`src/rtl/optflow_pkg.sv`:
```
// Shared definitions for the optical-flow front end.
// Holds the default frame geometry, coordinate port widths and the
// sequencer state type used by gradient_frame_sequencer.
package optflow_pkg;

    localparam int DEF_WIDTH        = 320;
    localparam int DEF_HEIGHT       = 240;
    localparam int DEF_PIXEL_WIDTH  = 8;
    localparam int DEF_DRAIN_CYCLES = 8;

    // Coordinate ports are fixed width so downstream blocks do not
    // depend on the frame geometry parameters.
    localparam int X_BITS = 10;
    localparam int Y_BITS = 9;

    typedef enum logic [1:0] {
        ST_IDLE   = 2'd0,
        ST_STREAM = 2'd1,
        ST_DRAIN  = 2'd2,
        ST_DONE   = 2'd3
    } seq_state_t;

endpackage

```
`src/rtl/raster_counter.sv`:
```
// Raster-order position counter.
// Ports:
//   clk, rst_n  clock and asynchronous active-low reset
//   clear       return to (0,0), address 0
//   enable      advance one pixel in raster order
//   x, y, addr  current position and linear address y*WIDTH+x
//   last        current position is the final pixel of the frame
module raster_counter
    import optflow_pkg::*;
#(
    parameter int WIDTH  = DEF_WIDTH,
    parameter int HEIGHT = DEF_HEIGHT,
    parameter int ADDR_W = $clog2(WIDTH * HEIGHT)
) (
    input  logic              clk,
    input  logic              rst_n,
    input  logic              clear,
    input  logic              enable,
    output logic [X_BITS-1:0] x,
    output logic [Y_BITS-1:0] y,
    output logic [ADDR_W-1:0] addr,
    output logic              last
);

    logic end_of_row;

    assign end_of_row = (x == X_BITS'(WIDTH - 1));
    assign last       = end_of_row && (y == Y_BITS'(HEIGHT - 1));

    // NOTE: sequential state uses non-blocking assignments so every flop
    // samples pre-edge values regardless of process evaluation order.
    always_ff @(posedge clk or negedge rst_n) begin
        if (!rst_n) begin
            x    <= '0;
            y    <= '0;
            addr <= '0;
        end else if (clear || (enable && last)) begin
            x    <= '0;
            y    <= '0;
            addr <= '0;
        end else if (enable) begin
            addr <= addr + ADDR_W'(1);
            if (end_of_row) begin
                x <= '0;
                y <= y + Y_BITS'(1);
            end else begin
                x <= x + X_BITS'(1);
            end
        end
    end

endmodule

```
`src/rtl/gradient_frame_sequencer.sv`:
```
// Frame pass sequencer for the gradient datapath.
// Walks the current and previous frame buffers in raster order, forwards
// each pixel pair with its coordinates, waits for the gradient pipeline
// to drain, then pulses done together with frame_swap.
// Ports:
//   clk, rst_n                     clock, asynchronous active-low reset
//   start, abort, stall            control (start sampled only when idle)
//   mem_rd_en, mem_rd_addr         shared read port to both frame buffers
//   mem_curr_data, mem_prev_data   read data, valid one cycle after the read
//   pixel_curr/prev/valid/x/y_out  pixel stream to the gradient datapath
//   grad_valid                     result strobe counted into grad_count
//   busy, done, frame_swap         pass status
module gradient_frame_sequencer
    import optflow_pkg::*;
#(
    parameter int WIDTH        = DEF_WIDTH,
    parameter int HEIGHT       = DEF_HEIGHT,
    parameter int PIXEL_WIDTH  = DEF_PIXEL_WIDTH,
    parameter int DRAIN_CYCLES = DEF_DRAIN_CYCLES
) (
    input  logic                                  clk,
    input  logic                                  rst_n,
    input  logic                                  start,
    input  logic                                  abort,
    input  logic                                  stall,
    output logic                                  mem_rd_en,
    output logic [$clog2(WIDTH*HEIGHT)-1:0]       mem_rd_addr,
    input  logic [PIXEL_WIDTH-1:0]                mem_curr_data,
    input  logic [PIXEL_WIDTH-1:0]                mem_prev_data,
    output logic [PIXEL_WIDTH-1:0]                pixel_curr,
    output logic [PIXEL_WIDTH-1:0]                pixel_prev,
    output logic                                  pixel_valid,
    output logic [X_BITS-1:0]                     pixel_x_out,
    output logic [Y_BITS-1:0]                     pixel_y_out,
    input  logic                                  grad_valid,
    output logic                                  busy,
    output logic                                  done,
    output logic                                  frame_swap,
    output logic [$clog2(WIDTH*HEIGHT+1)-1:0]     grad_count
);

    localparam int ADDR_W  = $clog2(WIDTH * HEIGHT);
    localparam int CNT_W   = $clog2(WIDTH * HEIGHT + 1);
    localparam int DRAIN_W = $clog2(DRAIN_CYCLES + 1);

    localparam logic [CNT_W-1:0]   PIX_TOTAL  = CNT_W'(WIDTH * HEIGHT);
    localparam logic [DRAIN_W-1:0] DRAIN_LAST = DRAIN_W'(DRAIN_CYCLES);

    seq_state_t          state, state_d;
    logic [DRAIN_W-1:0]  drain_cnt;
    logic [X_BITS-1:0]   x;
    logic [Y_BITS-1:0]   y;
    logic [ADDR_W-1:0]   addr;
    logic                last;
    logic                accept;
    logic                issue;

    assign accept = (state == ST_IDLE) && start && !abort;

    // The read strobe is the STREAM phase qualified by the same-cycle stall
    // and abort, so a stall or abort withholds the read in the very cycle
    // it is raised. The address itself comes straight from a register.
    assign issue       = (state == ST_STREAM) && !stall && !abort;
    assign mem_rd_en   = issue;
    assign mem_rd_addr = addr;

    raster_counter #(
        .WIDTH  (WIDTH),
        .HEIGHT (HEIGHT),
        .ADDR_W (ADDR_W)
    ) u_raster (
        .clk    (clk),
        .rst_n  (rst_n),
        .clear  (accept),
        .enable (issue),
        .x      (x),
        .y      (y),
        .addr   (addr),
        .last   (last)
    );

    // NOTE: state_d is given its default before the case so no path through
    // the block leaves it unassigned, which would otherwise infer a latch.
    always_comb begin
        state_d = state;
        unique case (state)
            ST_IDLE:   if (accept) state_d = ST_STREAM;
            ST_STREAM: begin
                if (abort)              state_d = ST_IDLE;
                else if (issue && last) state_d = ST_DRAIN;
            end
            // The first DRAIN cycle carries the final pixel_valid, so the
            // count of DRAIN_CYCLES starts after it.
            ST_DRAIN: begin
                if (abort)                         state_d = ST_IDLE;
                else if (drain_cnt == DRAIN_LAST)  state_d = ST_DONE;
            end
            ST_DONE:   state_d = ST_IDLE;
            default:   state_d = ST_IDLE;
        endcase
    end

    always_ff @(posedge clk or negedge rst_n) begin
        if (!rst_n) begin
            state      <= ST_IDLE;
            drain_cnt  <= '0;
            busy       <= 1'b0;
            done       <= 1'b0;
            frame_swap <= 1'b0;
        end else begin
            state      <= state_d;
            drain_cnt  <= (state == ST_DRAIN) ? drain_cnt + DRAIN_W'(1) : '0;
            busy       <= (state_d == ST_STREAM) || (state_d == ST_DRAIN);
            done       <= (state_d == ST_DONE);
            frame_swap <= (state_d == ST_DONE);
        end
    end

    // Pixel qualifier and coordinates trail the read by one cycle; an
    // in-flight read always completes, whatever stall or abort do next.
    always_ff @(posedge clk or negedge rst_n) begin
        if (!rst_n) begin
            pixel_valid <= 1'b0;
            pixel_x_out <= '0;
            pixel_y_out <= '0;
        end else begin
            pixel_valid <= issue;
            if (issue) begin
                pixel_x_out <= x;
                pixel_y_out <= y;
            end
        end
    end

    // Read data lands in the same cycle as pixel_valid; forward it
    // qualified so the outputs stay at zero whenever no pixel is present.
    assign pixel_curr = pixel_valid ? mem_curr_data : '0;
    assign pixel_prev = pixel_valid ? mem_prev_data : '0;

    // Result counter: cleared on an accepted start, held after the pass.
    always_ff @(posedge clk or negedge rst_n) begin
        if (!rst_n) begin
            grad_count <= '0;
        end else if (accept) begin
            grad_count <= '0;
        end else if (grad_valid && busy && (grad_count != PIX_TOTAL)) begin
            grad_count <= grad_count + CNT_W'(1);
        end
    end

endmodule

```
`config.mk`:
```
export PLATFORM = sky130hd
export DESIGN_NAME = gradient_frame_sequencer
export DESIGN_NICKNAME = d
export VERILOG_FILES = /design/src/rtl/optflow_pkg.sv /design/src/rtl/raster_counter.sv /design/src/rtl/gradient_frame_sequencer.sv
export SDC_FILE = /design/constraint.sdc
export NUM_CORES = 1
export LEC_CHECK = 0
export CAP_MARGIN = 30
export CORE_MARGIN = 3
export CORE_UTILIZATION = 50
export CTS_CLUSTER_DIAMETER = 120
export DETAILED_ROUTE_END_ITERATION = 7
export PLACE_DENSITY_LB_ADDON = 0.12
export SETUP_SLACK_MARGIN = 0.1
export SYNTH_ARGS = -nofsm -noshare
export SYNTH_HDL_FRONTEND = slang
export SYNTH_HIERARCHICAL = 1
export SYNTH_SLANG_ARGS = --single-unit
export TNS_END_PERCENT = 50
```
`constraint.sdc`:
```
create_clock -name clk -period 3.3 [get_ports clk]
set_input_delay 0.33 -clock clk [delete_from_list [all_inputs] [get_ports clk]]
set_output_delay 0.33 -clock clk [all_outputs]
set_load 0.005 [all_outputs]
```
Yosys cells after proc, flatten, opt, wreduce, memory -nomap -nowiden. Index checks and enable logic that the tools add are counted.

Bits in registers: 81. Bits in latches: 0. Memory bits (writable): 0. ROM bits: 0. Bits of input ports: 22. Word-level logic and storage cells: 62. Memories: 0.

$add $sub $neg: 5. Multipliers: 0. Divide/modulo/power cells: 0. Order comparisons: 0. Equality and inequality tests: 10. Shift-type cells: 0. Mux-type cells: 19. Bitwise gates (word level): 0. Reductions and logical operators: 17.

Operators with widths (number): $mux 17 (4); $add 17x1->17 const B (2); $mux 10 (3); $mux 9 (3); $ne 17x17->1 const B (1); $mux 8 (2); $add 10x1->10 const B (1); $eq 10x9->1 const B (1); $mux 2 (5); $add 9x1->9 const B (1); $eq 9x8->1 const B (1); $eq 2x2->1 const B (4); $logic_and 1x1->1 (8); $pmux 2 s4 (1); $reduce_bool 2->1 (3); $add 4x1->4 const B (1); $eq 2x1->1 const B (2); $eq 4x4->1 const B (1); $mux 4 (1); $logic_not 1->1 (2); $logic_not 2->1 (1); $logic_or 1x1->1 (2); $reduce_and 2->1 (1).

Depth between registers and ports, before layout. Gate-level depths: netlist of run 1.

Depth after elaboration: 9. Gate-level depth with buffers: 8. Gate-level depth less buffers: 8.

Cells and area by module. The synthesis of run 1 kept the hierarchy.

By module, submodules not included: gradient_frame_sequencer (times used 1, cells each 193, area each 2147.1 µm²); raster_counter (times used 1, cells each 203, area each 1921.8 µm²).

Least setup slack after synthesis of run 1. OpenSTA, ideal clock, no wires.

Path type: reg2reg. Start point: reg state[1]. End point: reg u_raster.addr[13]. Arrival time: 2.693 ns. Data required time: 3.222 ns. Path slack: 0.530 ns. Cell stages (with the launch flop): 9. Buffers on the path: 2. Cells stage by stage: dfrtp_1 -> or4b_2 -> clkdlybuf4s18_1 -> inv_1 -> buf_4 -> o2111a_2 -> nand2_1 -> or4_1 -> a21oi_1.

Elaborated cells on any way between the ends: 10.

RTL lines: start, declared (line gradient_frame_sequencer.sv:49) `seq_state_t state, state_d;`; start signal, assigned (line gradient_frame_sequencer.sv:111) `state <= state_d;`; $logic_not 2->1 (*) (line gradient_frame_sequencer.sv:58) `assign accept = (state == ST_IDLE) && start && !abort;`; $logic_and 1x1->1 (*) (2 in a row) (line gradient_frame_sequencer.sv:58); named net accept (line gradient_frame_sequencer.sv:55) `logic accept;`; $logic_or 1x1->1 (*) (line raster_counter.sv:37) `end else if (clear || (enable && last)) begin`; $mux 17 / $reduce_bool 2->1 (equally long branches); end signal, assigned (line raster_counter.sv:42) `addr <= addr + ADDR_W'(1);`; end, declared (line raster_counter.sv:21) `output logic [ADDR_W-1:0] addr,`.

The timed path passes the listed nets; every way through them passes the cells marked *. A chain may end at the register's enable or synchronous reset.

Worst setup path after layout of run 1.
Start point: in abort. End point: reg u_raster.addr[5].

Cells in the longest elaborated chain, start to end: 5. Elaborated cells on any way between the ends: 7.

Ends and longest elaborated chain: start, declared (line gradient_frame_sequencer.sv:24) `input logic abort,`; $logic_not 1->1 (*) (line gradient_frame_sequencer.sv:58, gradient_frame_sequencer.sv:63); $logic_and 1x1->1 (line gradient_frame_sequencer.sv:63) `assign issue = (state == ST_STREAM) && !stall && !abort;`; $logic_and 1x1->1 (line raster_counter.sv:37); $logic_or 1x1->1 (line raster_counter.sv:37); $mux 17 / $reduce_bool 2->1 (equally long branches).

Every way passes the cells marked *; elsewhere a longest branch is shown, timed or not.

==> results.yml, run 1 <==
outcome:
  status: "complete, no violations"
clock_tree:
  numCtsBuffers: 9
  clk_latency_ps: 350
  htree_num_levels: 3
  clk_pin_slew_ps: 80
  cts_tree: "built"
  clock_sinks: 81
  ctsRootBufferMaster: "clkbuf_8"
  cts_resized: 0
  ctsLongestPathBuffers: 2
power_and_ir_drop:
  leakagePower_nw: 2.26
  ir_drop_mv: 0.214
  finalPower_w: 0.00200
  power.density_nw_per_um2: 374
grt:
  grtUsageMet1_pct: 26.5
  grt_pass1_wl_mm: 15.0
  grt_max_degree: 49
  antenna_found_initial: 0
  track_usage_pct: 20.6
  grt_pass1_vias: 3233
  met2_usage_pct: 34.7
  gr-total-overflow: 0
  grt_util_met3_pct: 5.39
  grt-busiest-layer: "met2"
detailed_routing:
  via_per_inst: 5.51
  drt_first_pass_iters: 5
  wl_per_cell_um: 15.0
  wl_mm: 9.05
  drt_iter0_markers: 180
  vias: 3311
  drcViolationCount: 0
  drtAntennaViolNets: 0
synthesis:
  syn-cell-area_um2: 4070
  synth.avg_cell_area_um2: 10.3
  synthFlopType: "dfrtp_1"
  ys_types: 47
  synth_seq_area_share_pct: 49.8
  async_reset_ff_share_pct: 100
  synth-seq-cells: 81
  synth-edff-count: 0
  synth_nets: 426
  yosys_warnings: 6
  netlist_instances: 396
layout:
  mostFrequentLayoutCells: "clkdlybuf4s50_1 (94), dfrtp_1 (81), nor2_1 (40)"
  drive_above_1_share_pct: 10.4
  fill_cells: 612
  n_antenna_cell: 0
  synthToLayoutAreaGrowth_pct: 31.2
  final_common_cell: "clkdlybuf4s50_1"
  final_nets: 524
timing:
  slew_headroom_pct: 52.8
  rsz0062_at_grt: "no"
  final-setup-viol-count: 0
  worst_pin_slew_ps: 702
  fin_setup_tns_ps: 0
  fin_skew_ps: 9.33
  hold_viol_final: 0
  slew_violations: 0
  fmax_ghz: 0.386
  finalCritPeriodShare_pct: 78.5
  fin_crit_ps: 2590
setup_path:
  crit_fanout: 15
  cp-start-kind: "input port"
  setup.worst_path.class: "input port to flop"
  end_kind: "flop"
  worstPathRequired_ps: 3500
  critical_path_arrival_ps: 2790
floorplan:
  ioPinCount: 96
  die_w_um: 96.2
  initial_core_util_pct: 52.1
  core_um2: 7810
  dieHeight_um: 96.2
  fp.dieArea_um2: 9260
  row_count: 32
hold_path:
  hold_class: "input port to asynchronous set/reset pin"
place:
  place_congestion: 0.874
  io_buffer_count: 95
  hpwlAfterDp_mm: 6.56
flow_run:
  maxCapViolations: 0
logic make-up after synthesis:
family	count (synthesis)	share of synthesized area, %
AND/OR/NAND/NOR	177	24.2
flip-flops	81	49.8
AO/OA/AOI/OAI	46	7.32
buffers and inverters	31	3.44
XOR/XNOR	29	6.24
multiplexers	24	6.52
adder cells (fa/ha/maj)	8	2.46
layout make-up:
| cell class | count | area [um2] | share of cell area (%) |
|---|---|---|---|
| clock buffers | 12 | 155 | 2.91 |
| well taps | 102 | 128 | 2.39 |
| inverters | 17 | 63.8 | 1.20 |
| clock inverters | 4 | 27.5 | 0.516 |
| repair buffers | 101 | 1030 | 19.3 |
| multi-input cells | 284 | 1910 | 35.7 |
| flip-flops and latches | 81 | 2030 | 38.0 |
flip-flops by register name, indices dropped and copies added, names as in the netlist:
signal         cells
grad_count        17
busy               1
frame_swap         1
u_raster/addr     17
drain_cnt          4
pixel_valid        1
u_raster/y         9
pixel_x_out       10
state              2
pixel_y_out        9
u_raster/x        10
power by group:
part / internal, W / switching, W
logic: 0.000138 / 0.000109
clock network: 0.000313 / 0.000348
registers: 0.00103 / 0.0000538
total: 0.00149 / 0.000511
timing repair:
item                                   4_1_cts  5_1_grt
endpoints found under the hold margin       33        0
setup buffers                                0        0
hold buffers                                 1        0
cell usage after synthesis (13+ instances only):
cell type / n / area [um2]
nor2_1: 40 / 150
and2_1: 18 / 113
o21ai_0: 13 / 65.1
a21oi_1: 16 / 80.1
dfrtp_1: 81 / 2030
inv_1: 17 / 63.8
nand2_1: 32 / 120
mux2_2: 20 / 225
nand3_1: 17 / 85.1
xor2_1: 15 / 131
nand4_1: 14 / 87.6
xnor2_1: 14 / 123
worst max-delay path, stage by stage:
cell	delay, ps
clkdlybuf4s50_1	500
or4b_2	780
inv_1	130
buf_4	200
buf_4	230
nor2_1	140
nor3b_1	270
xnor2_1	150
nor2_1	60
metal layers:
layer | up-vias | routed length [um]
met5 | - | 0
met4 | 0 | 79
met3 | 7 | 670
met2 | 96 | 4390
met1 | 1617 | 3910
li1 | 1591 | -
worst paths after layout:
kind                         startpoint                to  slack, ps  cells past startpoint
max in group asynchronous         rst_n     grad_count[2]       2230                      3
min in group clk           drain_cnt[0]      drain_cnt[0]        500                      1
max                               abort  u_raster/addr[5]        710                      9
min reg2reg                drain_cnt[0]      drain_cnt[0]        500                      1
min                               rst_n    grad_count[15]        480                      2
max reg2reg                    state[1]  u_raster/addr[5]        710                      8
per-stage QoR:
step / utilization (%) / area [um2] / setup WS, ps / hold WS [ps] / instances
after global placement: 65.5 / 5120 / 417 / 469 / 583
after CTS: 68.4 / 5340 / 703 / 496 / 601
final: 68.4 / 5340 / 709 / 480 / 601
after global routing: 68.4 / 5340 / 516 / 504 / 601
after detailed placement: 65.9 / 5140 / 356 / 312 / 584
after floorplan: - / 4070 / 530 / 34.4 / 396
Note: power is estimated with default switching activity, not from simulation.
==> run 2, diff against run 1 <==
==> constraint.sdc (replaced) <==
create_clock -name clk -period 2.68 [get_ports clk]
set_input_delay 0.268 -clock clk [delete_from_list [all_inputs] [get_ports clk]]
set_output_delay 0.268 -clock clk [all_outputs]
set_load 0.005 [all_outputs]
==> run 2 against run 1 <==
- design area is 1.2% higher
- via count up 0.30%
- hold slack worse by 47 ps
- global-route usage decreased by 0.14 points
- utilization is 0.83 points higher
- clock-buffer cell count down 2
- flip-flop and latch count stayed put
- critical endpoint is now u_raster/addr[13]
- highest routed layer unchanged
==> results.yml, run 2 (synthesis gave the netlist of run 1 again) <==
timing:
  rsz0062_at_grt: "no"
  fin_setup_tns_ps: 0
  finalCritPeriodShare_pct: 89.6
  final-setup-viol-count: 0
  fmax_ghz: 0.416
  fin_crit_ps: 2400
  fin_skew_ps: 7.51
  worst_pin_slew_ps: 644
  slew_violations: 0
  slew_headroom_pct: 56.7
  hold_viol_final: 0
setup_path:
  critical_path.max_stage_delay_ps: 720
  ff2ff_path_depth: 6
  worst_path_max_delay_cell: "or4b_2"
  crit_fanout: 7
  critical_path_arrival_ps: 2670
  worstPathRequired_ps: 2950
  crit_family: "simple AND/OR/NAND/NOR gates"
  cp_cell_sequence: "or4b_2 > inv_2 > o2111a_2 > nand2_1 > or4_1 > a21oi_1"
  cp.depth: 6
  setup.worst_path.class: "flop to flop"
  end_kind: "flop"
  path_buf_inv: 1
  cp-start-kind: "flop"
layout:
  reg.largest.list: "grad_count: 17 flops, u_raster/addr: 17 flops"
  n_antenna_cell: 0
  fill_cells: 592
  final_nets: 529
  stdcell_count: 605
  synthToLayoutAreaGrowth_pct: 32.8
  final_common_cell: "clkdlybuf4s50_1"
  mostFrequentLayoutCells: "clkdlybuf4s50_1 (94), dfrtp_1 (81), nor2_1 (40)"
  drive_above_1_share_pct: 11.5
power_and_ir_drop:
  p_switching_w: 0.000620
  ir_drop_mv: 0.266
  p_clk_share_pct: 37.1
  p_seq_share_pct: 51.4
  p_int_w: 0.00199
  switching_share_pct: 23.8
  power.density_nw_per_um2: 483
  p_comb_share_pct: 11.5
  leakagePower_nw: 2.30
detailed_routing:
  via_per_inst: 5.49
  drt_first_pass_iters: 4
  vias: 3321
  wl_per_cell_um: 14.6
  wl_mm: 8.85
  drt_iter0_markers: 123
  drtAntennaViolNets: 0
  drcViolationCount: 0
floorplan:
  ioPinCount: 96
  fp.dieArea_um2: 9260
  initial_core_util_pct: 52.1
  row_count: 32
  core_um2: 7810
  die_w_um: 96.2
  dieHeight_um: 96.2
clock_tree:
  numCtsBuffers: 9
  clock_sinks: 81
  clk_latency_ps: 340
  ctsLongestPathBuffers: 2
  ctsRootBufferMaster: "clkbuf_8"
  clk_pin_slew_ps: 80
  htree_num_levels: 3
  cts_tree: "built"
grt:
  grt_pass1_wl_mm: 14.9
  antenna_found_initial: 0
  track_usage_pct: 20.5
  gr-total-overflow: 0
  grt_max_degree: 43
  grt_pass1_vias: 3172
place:
  place_inst: 589
  place_congestion: 0.800
  hpwlAfterDp_mm: 6.59
  io_buffer_count: 95
outcome:
  status: "complete, no violations"
hold_path:
  hold_class: "input port to asynchronous set/reset pin"
flow_run:
  maxCapViolations: 0
-- run 2: cell count changes in the layout (fill, tap and decap cells not counted) --
cell        previous run  this run
inv_2                  0         1
clkbuf_8              11        10
buf_16                 1         0
bufinv_16              0         2
clkinvlp_4             3         2
buf_12                 1         2
inv_1                 17        16
buf_4                  4         9
clkbuf_1               1         0
-- run 2: stage by stage --
stage	setup slack (ps)	hold slack, ps	instance area, um2	total power (W)	utilization [%]
floorplan	178	-27.6	4070	0.00148	-
global placement	93.3	472	5150	0.00166	66.0
detailed placement	65.7	284	5170	0.00167	66.3
CTS	271	444	5400	0.00264	69.2
global route	120	495	5400	0.00274	69.2
finish	279	433	5400	0.00261	69.2
-- run 2: power groups by stage --
stage	Combinational, W	Sequential (W)	Clock [W]
6_report	0.000300	0.00134	0.000966
5_1_grt	0.000341	0.00135	0.00105
4_1_cts	0.000306	0.00134	0.000998
3_5_place_dp	0.000302	0.00136	0
3_3_place_gp	0.000294	0.00136	0
2_1_floorplan	0.000127	0.00135	0
-- run 2: layout make-up --
type	instances	area, um2	share of cell area (%)
clock buffer	10	138	2.55
clock inverter	5	80.1	1.48
inverter	17	63.8	1.18
multi-input combinational	284	1910	35.3
sequential	81	2030	37.5
tap	102	128	2.36
timing repair buffer	106	1060	19.6
-- run 2: worst paths after layout --
path | end | start | slack [ps]
hold reg to reg | pixel_x_out[2] | pixel_x_out[2] | 510
max in group asynchronous | drain_cnt[0] | rst_n | 1660
min in group clk | pixel_x_out[2] | pixel_x_out[2] | 510
setup / recovery | u_raster/addr[13] | state[1] | 280
setup reg to reg | u_raster/addr[13] | state[1] | 280
hold / removal | u_raster/addr[12] | rst_n | 430
-- run 2: what timing repair did --
action	in CTS	in global routing
setup buffers	0	0
hold buffers	1	0
gates resized for setup	0	0
endpoints found under the hold margin	39	0
-- run 2: per-layer routing --
metal | wire [um] | part of all wire (%) | GRT usage [%]
met2 | 4480 | 51 | 32.7
met3 | 316 | 3.6 | 3.05
met5 | 0 | 0 | 0
met4 | 116 | 1.3 | 7.11
met1 | 3940 | 44 | 28.5
==> run 3, diff against run 2 <==
--- a/config.mk
+++ b/config.mk
@@ -5,7 +5,7 @@
 export SDC_FILE = /design/constraint.sdc
 export NUM_CORES = 1
 export LEC_CHECK = 0
-export CAP_MARGIN = 30
+export CAP_MARGIN = 20
 export CORE_MARGIN = 3
 export CORE_UTILIZATION = 50
 export CTS_CLUSTER_DIAMETER = 120
==> constraint.sdc (replaced) <==
create_clock -name clk -period 2.6 [get_ports clk]
set_input_delay 0.26 -clock clk [delete_from_list [all_inputs] [get_ports clk]]
set_output_delay 0.26 -clock clk [all_outputs]
set_load 0.005 [all_outputs]
==> run 3 against run 2 <==
- non-clock buffer count is 5 higher
- hold slack worse by 100 ps
- via count is 2.2% higher
- combinational power is 6% higher
- setup slack worse by 17 ps
- register-to-register slack worse by 20 ps
- utilization is 0.16 points higher
- sequential share of layout area is 0.087 points lower
- first-iteration DRC count is 9.8% lower
- critical path depth stayed put
==> results.yml, run 3 (synthesis gave the netlist of run 1 again) <==
detailed_routing:
  vias: 3395
  drtAntennaViolNets: 0
  drt_first_pass_iters: 4
  drt_iter0_markers: 111
  via_per_inst: 5.56
  wl_mm: 9.33
  drcViolationCount: 0
  wl_per_cell_um: 15.3
flow_run:
  maxCapViolations: 0
setup_path:
  cp_cell_sequence: "or4b_2 > inv_2 > o2111a_2 > nand2_1 > or4_1 > a21oi_1"
  crit_fanout: 6
  critical_path_arrival_ps: 2630
  setup.worst_path.class: "flop to flop"
  cp-start-kind: "flop"
  path_buf_inv: 1
  worst_path_max_delay_cell: "or4b_2"
  end_kind: "flop"
  crit_family: "simple AND/OR/NAND/NOR gates"
  critical_path.max_stage_delay_ps: 720
  worstPathRequired_ps: 2890
place:
  io_buffer_count: 95
  hpwlAfterDp_mm: 6.70
  placed_area_um2: 5190
  place_congestion: 0.879
power_and_ir_drop:
  p_comb_share_pct: 12.4
  p_clk_share_pct: 33.8
  power.density_nw_per_um2: 475
  p_seq_share_pct: 53.8
  p_switching_w: 0.000694
  ir_drop_mv: 0.308
  leakagePower_nw: 2.32
  p_int_w: 0.00188
  switching_share_pct: 27.0
timing:
  worst_pin_slew_ps: 673
  fmax_ghz: 0.428
  fin_skew_ps: 12.5
  fin_crit_ps: 2340
  slew_headroom_pct: 54.6
  slew_violations: 0
  fin_setup_tns_ps: 0
  final-setup-viol-count: 0
  hold_viol_final: 0
  rsz0062_at_grt: "no"
  finalCritPeriodShare_pct: 89.9
  timing.hold.ws_ps: 330
floorplan:
  core_um2: 7810
  dieHeight_um: 96.2
  ioPinCount: 96
  initial_core_util_pct: 52.1
  fp.dieArea_um2: 9260
  row_count: 32
  die_w_um: 96.2
layout:
  final_common_cell: "clkdlybuf4s50_1"
  reg.largest.list: "grad_count: 17 flops, u_raster/addr: 17 flops"
  drive_above_1_share_pct: 12.6
  synthToLayoutAreaGrowth_pct: 33.1
  n_antenna_cell: 0
  fill_cells: 625
  multi_input_area_um2: 1910
  seq_area_um2: 2030
  fin_area_um2: 5420
  mostFrequentLayoutCells: "clkdlybuf4s50_1 (94), dfrtp_1 (81), nor2_1 (40)"
  final_nets: 534
clock_tree:
  ctsLongestPathBuffers: 2
  htree_num_levels: 3
  numCtsBuffers: 9
  clk_pin_slew_ps: 90
  cts_tree: "built"
  ctsRootBufferMaster: "clkbuf_8"
  clock_sinks: 81
  hold_buffers: 0
  cts_resized: 0
  post_cts.repair.setup_buffers: 0
  clk_latency_ps: 360
grt:
  track_usage_pct: 21.0
  antenna_found_initial: 0
  grt_max_degree: 82
  grt_pass1_wl_mm: 15.1
  grt_pass1_vias: 3199
  gr-total-overflow: 0
hold_path:
  hold_class: "input port to asynchronous set/reset pin"
outcome:
  status: "complete, no violations"
## run 3: changes by cell type in the layout (fill, tap and decap cells not counted)
cell | previous run | this run
bufinv_16 | 2 | 0
buf_16 | 0 | 1
buf_4 | 9 | 14
buf_12 | 2 | 1
inv_6 | 0 | 3
clkinv_4 | 0 | 1
clkinvlp_4 | 2 | 1
## run 3: path summary, 6_finish.rpt
path | startpoint | to | slack, ps | cells past startpoint
worst max-delay path | state[1] | u_raster/addr[13] | 260 | 6
worst min-delay path | rst_n | u_raster/addr[10] | 330 | 2
worst max register to register | state[1] | u_raster/addr[13] | 260 | 6
worst min register to register | drain_cnt[0] | drain_cnt[0] | 510 | 1
max in group asynchronous | rst_n | u_raster/addr[3] | 1690 | 3
min in group clk | drain_cnt[0] | drain_cnt[0] | 510 | 1
## run 3: metal layers
layer / part of all wire (%) / track usage, %
met1: 43 / 27.7
met2: 49 / 33.4
met3: 7.0 / 4.93
met4: 1.7 / 8.06
met5: 0 / 0
## run 3: power by group through the flow
stage | clock network [W] | logic [W] | registers, W
after floorplan | 0 | 0.000131 | 0.00139
after CTS | 0.000894 | 0.000317 | 0.00138
final | 0.000868 | 0.000319 | 0.00138
after detailed placement | 0 | 0.000315 | 0.00141
after global placement | 0 | 0.000308 | 0.00141
after global routing | 0.000950 | 0.000357 | 0.00139
## run 3: final cells by class
class,count,share of cell area [%]
tap,102,2.36
clock inverter,6,0.878
inverter,17,1.18
timing repair buffer,111,20.4
sequential,81,37.4
multi-input combinational,284,35.2
clock buffer,10,2.54
## run 3: per-stage QoR
stage | worst slack (ps) | utilization (%) | std cells | total power [W]
after floorplan | 101 | - | 396 | 0.00152
after global placement | 114 | 66.5 | 593 | 0.00172
after detailed placement | 69.4 | 66.5 | 593 | 0.00172
after CTS | 260 | 68.9 | 609 | 0.00259
after global routing | 123 | 69.4 | 611 | 0.00270
final | 262 | 69.4 | 611 | 0.00257
## run 3: worst reg2reg max path, cell delays in order (launching register included)
cell      delay, ps
dfrtp_1         450
or4b_2          720
inv_2           110
o2111a_2        220
nand2_1         130
or4_1           490
a21oi_1         160
